[config.mk]
export PLATFORM = sky130hd
export DESIGN_NAME = mem_wb_pipe
export DESIGN_NICKNAME = d
export VERILOG_FILES = /design/src/rtl/mem_wb_pipe.sv
export SDC_FILE = /design/constraint.sdc
export NUM_CORES = 1
export LEC_CHECK = 0
export CAP_MARGIN = 20
export CORE_ASPECT_RATIO = 2
export CORE_UTILIZATION = 46
export CTS_CLUSTER_SIZE = 40
export DETAILED_ROUTE_END_ITERATION = 6
export PLACE_DENSITY = 0.86
export SETUP_SLACK_MARGIN = 0.15
export SYNTH_ARGS = -nofsm -noshare
export SYNTH_HDL_FRONTEND = slang
export SYNTH_SLANG_ARGS = --single-unit
[constraint.sdc]
create_clock -name clk -period 7.9 [get_ports clk]
set_input_delay 1.185 -clock clk [delete_from_list [all_inputs] [get_ports clk]]
set_output_delay 1.185 -clock clk [all_outputs]
set_load 0.05 [all_outputs]
[src/rtl/mem_wb_pipe.sv]
// mem_wb_pipe: MEM/WB pipeline register over DEPTH stages with
// valid tracking, stall/flush, $zero write suppression and a bubble counter.
module mem_wb_pipe #(
  parameter int DATA_W        = 32,
  parameter int ADDR_W        = 5,
  parameter int DEPTH         = 1,
  parameter int ZERO_SUPPRESS = 1
) (
  input  logic              clk,
  input  logic              rst,
  input  logic              stall,
  input  logic              flush,
  input  logic              in_valid,
  input  logic              reg_write,
  input  logic              mem_to_reg,
  input  logic              jump_reg,
  input  logic [DATA_W-1:0] data,
  input  logic [DATA_W-1:0] ALU_result,
  input  logic [ADDR_W-1:0] reg_address,
  output logic              out_valid,
  output logic              reg_write_out,
  output logic              jump_reg_out,
  output logic [DATA_W-1:0] data_out,
  output logic [DATA_W-1:0] result_out,
  output logic [ADDR_W-1:0] reg_address_out,
  output logic [DATA_W-1:0] wb_data,
  output logic [15:0]       bubble_count
);

  if (DEPTH < 1 || DEPTH > 4) begin : g_bad_depth
    $error("mem_wb_pipe: DEPTH must be in 1..4");
  end

  typedef struct packed {
    logic              valid;
    logic              rw;
    logic              jr;
    logic              m2r;
    logic [ADDR_W-1:0] addr;
    logic [DATA_W-1:0] data;
    logic [DATA_W-1:0] res;
  } stage_t;

  stage_t      stage_q [DEPTH];
  stage_t      stage_d [DEPTH];
  stage_t      cap;
  stage_t      last;
  logic        zero_hit;
  logic [15:0] bubble_count_q;
  logic [15:0] bubble_count_d;

  assign zero_hit = (ZERO_SUPPRESS != 0) && (reg_address == '0);

  always_comb begin
    cap       = '0;
    cap.valid = in_valid;
    cap.rw    = reg_write & in_valid & ~zero_hit;
    cap.jr    = jump_reg & in_valid;
    cap.m2r   = mem_to_reg;
    cap.addr  = reg_address;
    cap.data  = data;
    cap.res   = ALU_result;
  end

  assign last = stage_q[DEPTH-1];

  always_comb begin
    for (int i = 0; i < DEPTH; i++) begin
      stage_d[i] = stage_q[i];
    end
    bubble_count_d = bubble_count_q;
    if (!stall) begin
      stage_d[0] = cap;
      for (int i = 1; i < DEPTH; i++) begin
        stage_d[i] = stage_q[i-1];
      end
    end
    // flush wins over stall for stage 0 only
    if (flush) begin
      stage_d[0] = '0;
    end
    if (!stall && !last.valid && bubble_count_q != 16'hFFFF) begin
      bubble_count_d = bubble_count_q + 16'd1;
    end
  end

  always_ff @(posedge clk or posedge rst) begin
    if (rst) begin
      for (int i = 0; i < DEPTH; i++) begin
        stage_q[i] <= '0;
      end
      bubble_count_q <= '0;
    end else begin
      for (int i = 0; i < DEPTH; i++) begin
        stage_q[i] <= stage_d[i];
      end
      bubble_count_q <= bubble_count_d;
    end
  end

  assign out_valid       = last.valid;
  assign reg_write_out   = last.rw;
  assign jump_reg_out    = last.jr;
  assign data_out        = last.data;
  assign result_out      = last.res;
  assign reg_address_out = last.addr;
  assign wb_data         = last.m2r ? last.data : last.res;
  assign bubble_count    = bubble_count_q;

endmodule
==> summary.md <==
| Metric | Value |
|---|---|
| Clock sinks | between 80 and 90 |
| Sequential share of the synthesized area | between 40% and 50% |
| Static leakage | 2.941 nW |
| Synthesis Warnings | 0 |
| Combinational Power Share | a little under a third |
| GRT Total Usage | between 20 and 25% |
| Post-synth cell types | 29 |
| Power Total | about 1.4 mW |
| Synth Flop Type | dfrtp_1 |
| N_diodes | 0 |
| Critical path's slowest cell | clkdlybuf4s50_1 |
| P per Cell Area | roughly 220 nW/um^2 |
| Number of synthesized register bits | 89 |
| H-tree Lvls | 3 |
| Vias in the first global route | 3,477 |
| Worst EP arrival | roughly 2400 ps |
| Top post-synthesis cells by area | dfrtp_1 (49%), mux2i_1 (15%), buf_4 (11%) |
| CP endpoint kind | output pin |
| Clock Skew | 3.205 ps |
| DR iter-0 viols | between 200 and 250 |
| Longest Clk Path Bufs | 2 |
| Peak VDD IR | 215.0 uV |
| CP peak stage delay | between 700 and 800 ps |
| RSZ-0062 raised after global routing | false |
| Port bufs | 196 |
| Largest net degree at the start of global routing | 90 |
| Clk pwr share | 32.1% |
| Core region area | between 9000 and 10,000 sq um |
| Fraction of layout cells with a size suffix above 1 | between 10% and 20% |
| Clock Latency Late Sink | 340 ps |
| Psw | ~480 uW |
| WL final | approximately 11,000 um |
| Vias/cell | roughly 5 |
| Peak Freq | 279.5 MHz |
| Post-Place Worst Slack | 4667 ps |
| Worst-path clk slew | around 60 ps |
| Setup-failing EPs final | 0 |
| Hold Path Class | flip-flop to flip-flop |
| Max capacitance violation total | 0 |
| Measured slew at the worst slew-check pin | between 800 and 900 ps |
| Avg Cell Area, Syn | around 11 sq um |
| Post-cts sizing count | 0 |
| I/O pins | 197 |
| Nets | slightly above 600 |
| CP top delay family | buffers and inverters |
| CTS Buf Count | 9 |
| Crit start category | flip-flop |
| Commonest non-fill, non-tap cell in the layout | clkdlybuf4s50_1 |
| # Post-CTS Setup Buffers | 0 |
| Die area | about 10,000 sq um |
| Critical path required time | approximately 6700 ps |
| Die X-Extent | a little over 70 um |
| Fin. max-slew vios | 0 |
| Pint | 957.4 uW |
| Drt first pass iters | 4 |
| CTS root buffer | clkbuf_16 |
| Final Hold Fails | 0 |
| Worst-path cell chain | buf_4 -> mux2_2 -> clkdlybuf4s50_1 |
| DR vias | around 3,400 |
| Ys async rst share | 100.0% |
| Status | complete, no violations |
| # hold bufs at CTS | 0 |
| TritonCTS clock tree | yes |
| Switching fraction of total power | 33.62% |
| Initial antenna violation count | 0 |
| Total congestion overflow | 0 |
| Synth area leader | dfrtp_1 |
| CP Class | flip-flop to output pin |
| Post-synthesis cell count | 419 |
| Std cell rows | just over 50 |
| Final worst setup slack | between 4000 and 5000 ps |
| Synth-to-Final Area Change | 41.35% |
| Sum of buffers and inverters on the critical path | 2 |
| Final HPWL DP | around 8300 um |
| Final worst-path cycle share | 45.29% |
| Crit-path max FO | 26 |
| Chip Height | around 140 um |
| Syn Nets | roughly 500 |
| Starting Density | 47.33% |
| Wire length per cell | 16.90 um |
| Sequential Power Share | 37.4% |
| EDFF count, synth | 0 |
| Global-route wire length before repair | around 17,000 um |
| DRC viols | 0 |
| Most frequent cells in the layout | clkdlybuf4s50_1 (194), dfrtp_1 (89), nor2_1 (80) |
| Normalized max-slew margin | between 40% and 50% |
| Tmin final | roughly 3600 ps |
| Post-Syn Area | roughly 4600 sq um |
| Antenna-violating nets left | 0 |
| Gpl congestion | ~0.86 |
| Setup_tns | 0 ps |
| Synth top area share | about half |
-- routing by layer --
| layer | share of wire [%] | up-vias | GRT usage (%) |
|---|---|---|---|
| met3 | 4.9 | 28 | 5.011 |
| met4 | 3.8 | 0 | 11.66 |
| met2 | 56 | 112 | 41.47 |
| li1 | - | 1572 | - |
| met1 | 35 | 1648 | 22.89 |
| met5 | 0 | - | 0 |
-- registers in the layout, indices dropped and copies added (netlist names) --
| register | count |
|---|---|
| reg_write_out | 1 |
| out_valid | 1 |
| result_out | 32 |
| last | 1 |
| jump_reg_out | 1 |
| reg_address_out | 5 |
| bubble_count | 16 |
| data_out | 32 |
-- worst register-to-register path: stages (launching register included) --
cell and delay [ps]:
dfrtp_1 430, ha_1 240, and3_1 210, and3_2 260
a21boi_2 270, mux2_2 370
-- cell type report --
class / count / area [sq um]
Inverter: 2 / 8.758
Sequential cell: 89 / 2227
Clock buffer: 11 / 252.7
Tap cell: 132 / 165.2
Timing Repair Buffer: 201 / 2012
Clock inverter: 5 / 77.57
Multi-Input combinational cell: 238 / 1745
Fill cell: 785 / 3211
-- cells by family after synthesis --
kind of cell / share of synthesized area [%]
DFF: 48.51
adders and majority gates: 0.2725
muxes: 23.58
buffers and inverters: 13.46
and+or+nand+nor: 10.55
AOI/OAI and AO/OA: 1.145
xor gates and xnor gates: 2.480
-- synth_stat cells (all sizes together), types with 3 or more instances --
cell type,instances
nand3,9
a21oi,4
nor2,81
nand2,7
clkbuf,9
and3,4
dfrtp,89
buf,81
xnor2,10
xor2,3
mux2i,71
nand4,5
mux2,33
-- path summary, 6_finish.rpt --
kind	startpoint	endpoint	slack, ps	cells past startpoint
setup / recovery	last[69]	wb_data[18]	4320	3
hold / removal	jump_reg_out	jump_reg_out	510	2
setup reg to reg	bubble_count[0]	bubble_count[1]	6010	5
hold reg to reg	jump_reg_out	jump_reg_out	510	2
max in group asynchronous	rst	bubble_count[5]	6080	4
min in group asynchronous	rst	bubble_count[6]	1180	3
-- metrics by stage --
| step | utilization (%) | cells | hold WS (ps) | area [sq um] |
|---|---|---|---|---|
| detailed placement | 63.21 | 661 | 505.0 | 6131 |
| CTS | 66.62 | 677 | 520.3 | 6461 |
| finish | 66.90 | 678 | 511.5 | 6489 |
| global route | 66.90 | 678 | 526.5 | 6489 |
| global placement | 63.21 | 661 | 490.0 | 6131 |
| floorplan | - | 419 | 490.5 | 4591 |
-- power by group through the flow --
stage          clock network, mW  logic, mW  registers (mW)
5_1_grt                    0.489      0.461           0.544
3_5_place_dp                   0      0.439           0.546
3_3_place_gp                   0      0.431           0.544
2_1_floorplan                  0      0.248           0.598
4_1_cts                    0.472      0.441           0.539
6_report                   0.463      0.439           0.539
(Power assumes the default switching activity.)
